[src/rtl/snes_console_reader.sv]
// Console-side SNES controller reader: latches the pad, clocks out 16 bits and
// presents the 12 button flags active-high with a one-cycle valid strobe.
module snes_console_reader #(
  parameter int unsigned LATCH_CYCLES     = 144,
  parameter int unsigned HALF_CYCLES      = 72,
  parameter int unsigned AUTO_POLL_CYCLES = 0
) (
  input  logic        clk,
  input  logic        reset,
  input  logic        start,
  input  logic        snes_data,
  output logic        snes_latch,
  output logic        snes_clk,
  output logic [11:0] buttons,
  output logic        valid,
  output logic        busy
);

  localparam int unsigned MAX_LH = (LATCH_CYCLES > HALF_CYCLES) ? LATCH_CYCLES : HALF_CYCLES;
  localparam int unsigned MAX_P  = (MAX_LH > AUTO_POLL_CYCLES) ? MAX_LH : AUTO_POLL_CYCLES;
  localparam int unsigned CW     = (MAX_P > 1) ? $clog2(MAX_P) : 1;

  typedef enum logic [2:0] {
    IDLE     = 3'd0,
    LATCH    = 3'd1,
    SETTLE   = 3'd2,
    CLK_LOW  = 3'd3,
    CLK_HIGH = 3'd4,
    DONE     = 3'd5
  } state_t;

  state_t        state;
  state_t        state_next;
  logic [CW-1:0] cnt;
  logic [CW-1:0] poll_cnt;
  logic [3:0]    k;
  logic [11:0]   shreg;
  logic          tick;
  logic          lat_last;
  logic          half_last;

  logic          latch_d;
  logic          clk_d;
  logic [11:0]   buttons_d;
  logic          valid_d;
  logic          busy_d;

  // Terminal-count decodes for the per-state dwell counter and the poll timer
  always_comb begin
    lat_last  = (cnt == CW'(LATCH_CYCLES - 1));
    half_last = (cnt == CW'(HALF_CYCLES - 1));
    tick      = (AUTO_POLL_CYCLES != 0) && (poll_cnt == CW'(AUTO_POLL_CYCLES - 1));
  end

  // State register
  always_ff @(posedge clk) begin
    if (reset) state <= IDLE;
    else       state <= state_next;
  end

  // Next-state logic
  always_comb begin
    state_next = state;
    case (state)
      IDLE:     if (start || tick) state_next = LATCH;
      LATCH:    if (lat_last)      state_next = SETTLE;
      SETTLE:   if (half_last)     state_next = CLK_LOW;
      CLK_LOW:  if (half_last)     state_next = CLK_HIGH;
      CLK_HIGH: if (half_last)     state_next = (k == 4'd15) ? DONE : CLK_LOW;
      DONE:                        state_next = IDLE;
      default:                     state_next = IDLE;
    endcase
  end

  // Output decode from the next state so the registered pins line up with it
  always_comb begin
    latch_d   = (state_next == LATCH);
    clk_d     = (state_next != CLK_LOW);
    valid_d   = (state_next == DONE);
    busy_d    = (state_next != IDLE);
    buttons_d = (state_next == DONE) ? ~shreg : buttons;
  end

  always_ff @(posedge clk) begin
    if (reset) begin
      snes_latch <= 1'b0;
      snes_clk   <= 1'b1;
      buttons    <= '0;
      valid      <= 1'b0;
      busy       <= 1'b0;
    end else begin
      snes_latch <= latch_d;
      snes_clk   <= clk_d;
      buttons    <= buttons_d;
      valid      <= valid_d;
      busy       <= busy_d;
    end
  end

  // Dwell counter, pulse counter, bit capture and free-running poll timer
  always_ff @(posedge clk) begin
    if (reset) begin
      cnt      <= '0;
      poll_cnt <= '0;
      k        <= '0;
      shreg    <= '0;
    end else begin
      if (AUTO_POLL_CYCLES != 0) poll_cnt <= tick ? '0 : poll_cnt + CW'(1);
      else                       poll_cnt <= '0;

      if ((state_next != state) || (state == IDLE)) cnt <= '0;
      else                                          cnt <= cnt + CW'(1);

      if ((state == SETTLE) && half_last) begin
        shreg[0] <= snes_data;
        k        <= '0;
      end
      // Sampled a full half period after the pad shifted on the rising edge
      if ((state == CLK_HIGH) && half_last) begin
        if (k < 4'd11) shreg[k + 4'd1] <= snes_data;
        k <= k + 4'd1;
      end
    end
  end

endmodule

[config.mk]
export PLATFORM = sky130hd
export DESIGN_NAME = snes_console_reader
export DESIGN_NICKNAME = d
export VERILOG_FILES = /design/src/rtl/snes_console_reader.sv
export SDC_FILE = /design/constraint.sdc
export NUM_CORES = 1
export LEC_CHECK = 0
export CORE_ASPECT_RATIO = 2
export CORE_MARGIN = 2
export CORE_UTILIZATION = 30
export CTS_CLUSTER_DIAMETER = 60
export DETAILED_ROUTE_END_ITERATION = 10
export SYNTH_ARGS = -nofsm -noshare
export SYNTH_HDL_FRONTEND = slang
export SYNTH_SLANG_ARGS = --single-unit
[constraint.sdc]
create_clock -name clk -period 5.65 [get_ports clk]
set_input_delay 1.4125 -clock clk [delete_from_list [all_inputs] [get_ports clk]]
set_output_delay 1.4125 -clock clk [all_outputs]
set_load 0.05 [all_outputs]
==> impl_metrics.py <==
metrics = {
    "outcome": {
        "outcome": "complete, no violations",
    },
    "timing": {
        "worst_pin_slew_ps": 1007,
        "fin_ws_ps": 2213,
        "rsz0062_at_grt": "false",
        "final.setup.tns_ps": 0,
        "finalMaxSlewViolations": 0,
        "relSlewSlack": 0.3286,
        "hold_viol": 0,
        "fmax_ghz": 0.2910,
        "clock_skew_ps": 5.350,
        "setup_viol": 0,
        "period_share": 0.6082,
        "layout_min_cycle_time_ps": 3437,
    },
    "cts": {
        "postCtsSetupBuffers": 0,
        "ctsHoldBuffers": 0,
        "clk_latency_ps": 290,
        "cts.repair.resized": 0,
        "cts.clk_slew.worst_paths_ps": 60,
        "cts_tree": "built",
        "cts.sink_count": 43,
        "root_buffer": "clkbuf_16",
        "cts_max_path_buffers": 2,
        "cts_made_buffers": 5,
        "h-tree-depth": 2,
    },
    "yosys": {
        "synth_top_flop_cell": "dfxtp_1",
        "syn_avg_cell_area_um2": 9.614,
        "ys_types": 56,
        "synth_largest_area_cell": "dfxtp_1",
        "async_flop_share": 0,
        "syn_inst": 234,
        "seq_area_frac_synth": 0.3826,
        "ys_warn_count": 0,
        "synth_enable_flop_cells": 0,
        "syn-num-nets": 244,
        "synth_top_area_frac": 0.3826,
        "ys_ff_latch": 43,
        "synth_area_um2": 2250,
        "yosys-top-cells-area": "dfxtp_1 (38%), mux2_4 (6.7%), mux2i_1 (5.3%)",
    },
    "critical_path": {
        "worstSetupEndpoint": "buttons[0]$_SDFFE_PP0P_",
        "worstRegToRegCells": 5,
        "r2r_slack_ps": 2520,
        "r2r_end": "buttons[0]$_SDFFE_PP0P_",
        "rr_startpoint": "cnt[0]$_SDFF_PP0_",
        "worstPathArrival_ps": 3610,
        "critPathKind": "primary input to flip-flop",
        "path_max_fanout": 12,
        "cp_data_required_time_ps": 5830,
        "worstSetupStartpoint": "start",
        "end_kind": "flip-flop",
        "cp-start-kind": "primary input",
    },
    "place": {
        "place_congestion": 0.8422,
        "place_ws_ps": 1879,
        "hpwl_um": 3229,
        "placed_area_um2": 2446,
        "io_buffers": 19,
    },
    "final_layout": {
        "fin_util": 0.3598,
        "seqCellArea_um2": 860.8,
        "syn2layout_area_growth_pct": 16.24,
        "fill_cells": 748,
        "final_area_um2": 2615,
        "multi_input_area_um2": 1246,
        "nNetsFinal": 255,
        "diodes": 0,
        "drive_gt1_frac": 0.1626,
    },
    "power_and_ir_drop": {
        "vdd_drop_max_mv": 0.1850,
        "power_leakage_nw": 1.046,
        "powerDensity_nw_per_um2": 254.1,
    },
    "floorplan": {
        "fp.dieArea_um2": 8249,
        "initial_core_util": 0.3096,
        "boundaryPins": 20,
        "rows": 44,
        "die_x_um": 65.23,
        "fp.dieH_um": 126.5,
        "core_um2": 7267,
    },
    "grt": {
        "grt_antenna_before_repair": 0,
        "grt_pass1_vias": 1639,
        "grt_max_degree": 36,
        "grt_pass1_wl_um": 7479,
        "track_usage": 0.1164,
        "overflow": 0,
    },
    "routing": {
        "ant_nets": 0,
        "wl_per_cell_um": 12.99,
        "num_vias": 1680,
        "drc": 0,
        "routed.top_layer": "met4",
        "first_iter_violations": 31,
        "met1Wirelength_um": 1677,
        "routed_via_density": 4.970,
        "wl_um": 4392,
        "wl_met2_um": 2493,
        "dr_wl_met3_um": 101,
        "dr.pass1.iters": 4,
    },
    "worst_hold_path": {
        "hold_path.class": "flip-flop to flip-flop",
    },
    "job": {
        "max_cap_viol_count": 0,
    },
}
==> layout make-up <==
type,instances,share of cell area
timing repair buffer,21,0.07847
sequential,43,0.3292
tap,92,0.04402
clock inverter,3,0.01675
clock buffer,5,0.04785
inverter,5,0.007177
multi-input combinational,169,0.4766
==> state kept, by name, summed over array words and instances (netlist names), 3 cells and up <==
signal,count
buttons,12
cnt,8
k,4
shreg,12
state,3
==> worst min-delay path by stage <==
stage                     slack (ps)                  start  depth (start not counted)                     to
final                            460  shreg[3]$_SDFFE_PP0P_                          2  shreg[3]$_SDFFE_PP0P_
after floorplan                  440    shreg[0]$_SDFF_PP0_                          2    shreg[0]$_SDFF_PP0_
after detailed placement         450  shreg[9]$_SDFFE_PP0P_                          2  shreg[9]$_SDFFE_PP0P_
after global routing             490  shreg[6]$_SDFFE_PP0P_                          2  shreg[6]$_SDFFE_PP0P_
after global placement           450  shreg[6]$_SDFFE_PP0P_                          2  shreg[6]$_SDFFE_PP0P_
after CTS                        460  shreg[3]$_SDFFE_PP0P_                          2  shreg[3]$_SDFFE_PP0P_
==> synth_stat cells, types with 4 or more instances <==
library cell  number
o21ai_0            5
and2b_2            6
mux2_4            10
xor2_1             7
ha_1               6
a21oi_1            6
nor2_1            19
nor3_1            11
and2b_1            4
nand2_1           18
dfxtp_1           43
nand4_1           10
xnor2_1            4
inv_1              5
nand3_1            7
clkbuf_1           8
nor4_1             4
mux2i_1           12
==> kinds of logic after synthesis <==
family	share of synthesized area
compound gates	0.08677
xor+xnor	0.04282
fa+ha+maj	0.03782
buf+inv	0.06341
flops	0.3826
mux	0.1301
simple gates	0.2564
==> through the flow <==
| step | power [mW] | hold slack, ps | std cells |
|---|---|---|---|
| floorplan | 0.3378 | 438.9 | 234 |
| global placement | 0.3446 | 447.5 | 330 |
| detailed placement | 0.3451 | 452.3 | 330 |
| CTS | 0.6761 | 461.9 | 338 |
| global route | 0.6890 | 485.3 | 338 |
| finish | 0.6645 | 459.2 | 338 |
==> critical path: stages <==
cell	delay (ps)
clkdlybuf4s50_1	470
nor2_1	40
a2111o_1	440
a32oi_2	840
mux2_2	410
==> layer usage <==
layer / track usage / vias up
li1: - / 853
met1: 0.1108 / 802
met2: 0.2209 / 17
met3: 0.02926 / 8
met4: 0.05760 / 0
met5: 0 / -
==> report_power, final <==
| group | internal, mW | total [mW] | switching [mW] |
|---|---|---|---|
| Clock | 0.208 | 0.327 | 0.118 |
| Combinational | 0.0105 | 0.0279 | 0.0174 |
| Sequential | 0.306 | 0.310 | 0.00403 |
==> placed cells by master (no fill, tap or decap), types with 2 or more instances in the layout <==
cell type and instances:
buf_4 2, clkdlybuf4s50_1 19, nand4_1 10, nand3_1 7, dfxtp_1 43, and2b_2 6, nand3b_1 3, mux2_2 2
xnor2_1 4, and3_2 2, nor2_1 19, xor2_1 7, nor4_1 4, and3_1 2, a21oi_1 6, nor2b_1 2
o21ai_0 5, inv_1 5, clkbuf_16 5, mux2_4 10, ha_1 6, nor3_1 11, o21a_1 2, nand2_1 18
and2b_1 4, mux2i_1 12
Note: power is estimated with default switching activity, not from simulation.
==> variant 1, RTL diff (config.mk and constraints unchanged) <==
`LATCH_CYCLES`: 144 -> 288.
--- a/src/rtl/snes_console_reader.sv
+++ b/src/rtl/snes_console_reader.sv
@@ -3,3 +3,3 @@
 module snes_console_reader #(
-  parameter int unsigned LATCH_CYCLES     = 144,
+  parameter int unsigned LATCH_CYCLES     = 288,
   parameter int unsigned HALF_CYCLES      = 72,
Behaviour: same outputs for any inputs over 10 cycles, from zero or initial values and one cycle with reset high; that may be too few to reach the edited logic, so the function may still have changed.
==> variant 1 against the unedited design <==
- area after synthesis shrank 3.4%
- setup slack gained 0.45 ns
- sequential power grew 2%
- count of clock-buffer cells in the layout grew 1
- final area shrank 2.0%
- total power shrank 7.7%
- via count shrank 2.9%
- synthesized cell count is the same
- sequential cell count grew 1
- wire length shrank 2.5%
- die area shrank 3.2%
- first-iteration DRC count grew 61%
- largest power group is now sequential cells
==> variant 1: results (changes against the unedited design) <==
[outcome]
status=finished, final reports clean  ; unchanged

[layout]
buffers_excl_clock=20  ; was 21
clkCellAreaFrac_pct=5.22  ; was 6.46%
drive_gt1_share_pct=10.4  ; was 16.3%
multi_input_comb_area_sq_mm=0.00121  ; was 0.00125 sq mm
n_clock_buffer=6  ; was 5
fill_cells=716  ; was 748
top_regs=buttons x12, shreg x12, cnt x9  ; was buttons x12, shreg x12, cnt x8
syn2layout_area_growth_pct=18.0  ; was 16.2%
n_all_inverters=8  ; was 5

[global_routing]
grt_pass1_wl_um=7420  ; was 7480 um
grt_usage_pct=12.0  ; was 11.6%

[placement]
dp_hpwl_um=3240  ; was 3230 um
gp_routability_congestion=0.730  ; was 0.842
dp_cells=332  ; was 330

[routing]
vias_per_cell=4.81  ; was 4.97
wl_per_cell_um=12.6  ; was 13.0 um

[timing]
timing.hold.ws_ns=0.465  ; was 0.459 ns
fin_skew_ns=0.00391  ; was 0.00535 ns
slew_headroom_pct=43.0  ; was 32.9%

[critical_path]
critical_path.top_delay_family=buffers and inverters  ; was compound AO/OA/AOI/OAI gates
slowest_delay_ns=0.82  ; was 0.84 ns
crit_path_start=reset  ; was start
slowest_stage=clkdlybuf4s50_1  ; was a32oi_2

[synth]
synth-xor-area-share_pct=4.03  ; was 4.28%
synth_seq_area_share_pct=40.5  ; was 38.3%

[hold_path]
hold_end=cnt[0]$_SDFF_PP0_  ; was shreg[3]$_SDFFE_PP0P_
hold_start=cnt[0]$_SDFF_PP0_  ; was shreg[3]$_SDFFE_PP0P_

[power]
irDropWorstVdd_v=0.000150  ; was 0.000185 V
leakagePower_nw=0.985  ; was 1.05 nW

variant 1: cell count changes after synthesis, moves of 3 or more:
cell,before,now
nor2b_1,2,17
nor2_1,19,32
nand2_1,18,7
nand2b_1,1,12
nor3_1,11,1
nand3_1,7,14
and2b_2,6,0
nand4_1,10,5
and2b_1,4,0
nor4_1,4,0
clkbuf_8,3,0
inv_1,5,8
variant 1: routing by layer:
layer	GRT usage, %	share of wire (%)	vias up
met4	7.13	3.8	0
met3	2.80	2.8	12
met5	0	0	-
met1	10.7	36	763
met2	22.9	57	24
li1	-	-	833
variant 1: where the power goes:
| part | switching (mW) | internal, mW |
|---|---|---|
| Clock | 0.112 | 0.161 |
| Sequential | 0.00217 | 0.312 |
| Combinational | 0.0161 | 0.0106 |
variant 1: worst reg2reg max path: stages (launching register included):
cell and delay [ns]:
dfxtp_1 0.45, or4b_4 0.51, or4_1 0.41, a31oi_1 0.22
o211a_1 0.60, mux2_1 0.38
==> variant 2, RTL diff (same settings) <==
Made on the original files. Reset style: asynchronous (`reset`), changed in 3 clocked blocks.
--- a/src/rtl/snes_console_reader.sv
+++ b/src/rtl/snes_console_reader.sv
@@ -55,3 +55,3 @@
   // State register
-  always_ff @(posedge clk) begin
+  always_ff @(posedge clk or posedge reset) begin
     if (reset) state <= IDLE;
@@ -83,3 +83,3 @@
 
-  always_ff @(posedge clk) begin
+  always_ff @(posedge clk or posedge reset) begin
     if (reset) begin
@@ -100,3 +100,3 @@
   // Dwell counter, pulse counter, bit capture and free-running poll timer
-  always_ff @(posedge clk) begin
+  always_ff @(posedge clk or posedge reset) begin
     if (reset) begin
Function: differs if reset is asserted again (counterexample within 4 cycles, from zero or initial values and one cycle with reset high); with reset held inactive, the same outputs for 10 cycles.
==> variant 2 against the unedited design <==
- wire length increased by 1.9%
- die area increased by 0.90%
- setup slack improved by 0.43 ns
- first-iteration DRC count decreased by 6.5%
- sequential share of layout area increased by 7.1 points
- critical path type is now reg2out
- area after synthesis increased by 0.95%
- cell count decreased by 7.7%
- highest routed layer unchanged
- sequential cell count unchanged
- final area increased by 2.9%
Power is not compared: it rests on default switching activity, and its combinational part moved more than twofold at a synthesized area within 25%.
==> variant 2: results (changes against the unedited design) <==
[outcome]
status=finished, final reports clean  ; unchanged

[clock_network]
clkTransAtPathRegs_ns=0.06  ; about the same
cts_resized=0  ; unchanged
cts_made_buffers=5  ; unchanged
clock_latency_ns=0.29  ; about the same
cts.htree.levels=2  ; unchanged

[hold_path]
min_delay_path_depth=1  ; was 2
hold_start=shreg[11]$_DFFE_PP0P_  ; was shreg[3]$_SDFFE_PP0P_
hold_class=reg2reg  ; unchanged
hold_end=buttons[11]$_DFFE_PP0P_  ; was shreg[3]$_SDFFE_PP0P_

[placement]
numPortBuffers=19  ; unchanged
gp_routability_congestion=0.826  ; was 0.842
place_area_sq_mm=0.00252  ; was 0.00245 sq mm
preCtsSetupSlack_ns=2.54  ; was 1.88 ns
dp_hpwl_um=3330  ; was 3230 um

[routing]
vias_per_cell=5.02  ; was 4.97
first_iter_violations=29  ; was 31
wl_per_cell_um=14.3  ; was 13.0 um

[power]
irDropWorstVdd_v=0.000225

[timing]
worst_slew_pin_slew_ns=1.01  ; about the same
fin_skew_ns=0.0102  ; was 0.00535 ns
layout_min_cycle_time_ns=3.01  ; was 3.44 ns
slew_violations=0  ; unchanged

[critical_path]
crit_fanout=1  ; was 12
arrival_ns=1.60  ; was 3.61 ns
reg2reg_depth=4  ; was 5
reg2reg_slack_ns=3.21  ; was 2.52 ns
slowest_stage=clkdlybuf4s50_1  ; was a32oi_2
critical_path.top_delay_family=buffers and inverters  ; was compound AO/OA/AOI/OAI gates
worstSetupEndpoint=snes_clk  ; was buttons[0]$_SDFFE_PP0P_
slowest_delay_ns=0.80  ; was 0.84 ns
crit_path_start=snes_clk$_DFF_PP1_  ; was start
r2r_start=cnt[0]$_DFF_PP0_  ; was cnt[0]$_SDFF_PP0_
timing.rr.end=cnt[1]$_DFF_PP0_  ; was buttons[0]$_SDFFE_PP0P_

[global_routing]
grt_usage_pct=12.3  ; was 11.6%
grt_max_degree=44  ; was 36
grt_pass1_wl_um=7800  ; was 7480 um
grt_pass1_vias=1616  ; was 1639

[synth]
synth_fa_ha_area_share_pct=2.75  ; was 3.78%
yosysUniqueCellTypes=52  ; was 56
synth-xor-area-share_pct=3.47  ; was 4.28%
synth_compound_area_share_pct=8.26  ; was 8.68%
synth_seq_area_share_pct=47.4  ; was 38.3%
synthArstFlopShare_pct=100  ; was 0%
synth_common_cells=dfrtp_1, inv_1, nand3_1  ; was dfxtp_1, nor2_1, nand2_1
synth_area_leaders=dfrtp_1, mux2i_1, mux2_1  ; was dfxtp_1, mux2_4, mux2i_1
synth_mux_area_share_pct=11.2  ; was 13.0%
ys.flop_type=dfrtp_1  ; was dfxtp_1
synth_warnings=0  ; unchanged
syn_nets=209  ; was 244

[layout]
layout.nets=228  ; was 255
drive_gt1_share_pct=12.7  ; was 16.3%
fill_cells=738  ; was 748
top_regs=buttons x12, shreg x12, cnt x8  ; unchanged
antenna_cells=0  ; unchanged

variant 2: cells by family (layout without fill, tap and decap cells):
family          after synthesis  in the layout
compound gates               23             23
mux                          24             24
fa+ha+maj                     5              5
flops                        43             43
xor+xnor                      9              9
simple gates                 67             67
buf+inv                      29             49
variant 2: per-stage QoR:
| stage | std cells | utilization (%) | hold WS [ns] |
|---|---|---|---|
| after global placement | 304 | 34.4 | 0.428 |
| after CTS | 312 | 36.7 | 0.443 |
| after floorplan | 200 | - | 0.419 |
| after detailed placement | 304 | 34.4 | 0.434 |
| final | 312 | 36.7 | 0.436 |
| after global routing | 312 | 36.7 | 0.454 |
variant 2: layer usage:
| metal | share of wire [%] | GRT usage [%] | vias to the layer above |
|---|---|---|---|
| met5 | 0 | 0 | - |
| met4 | 3.2 | 7.23 | 0 |
| met3 | 2.7 | 2.46 | 11 |
| li1 | - | - | 762 |
| met1 | 37 | 13.0 | 762 |
| met2 | 57 | 21.9 | 30 |
variant 2: worst register-to-register path, cell delays in order (launching register included):
cell       delay, ns
dfrtp_1         0.40
ha_1            0.28
nand4bb_1       0.45
o32ai_1         1.03
nor4b_1         0.12
variant 2: layout make-up:
cell class                 instances  area share [%]
sequential                        43            40.0
multi-input combinational        128            38.8
timing repair buffer              21            7.63
clock buffer                       6            5.16
tap                               92            4.28
inverter                          20            2.79
clock inverter                     2            1.30
variant 2: power breakdown:
| part | internal [mW] | total [mW] | switching [mW] |
|---|---|---|---|
| clock network | 0.220 | 0.334 | 0.115 |
| registers | 0.311 | 0.312 | 0.00127 |
| logic | 0.00403 | 0.0119 | 0.00782 |
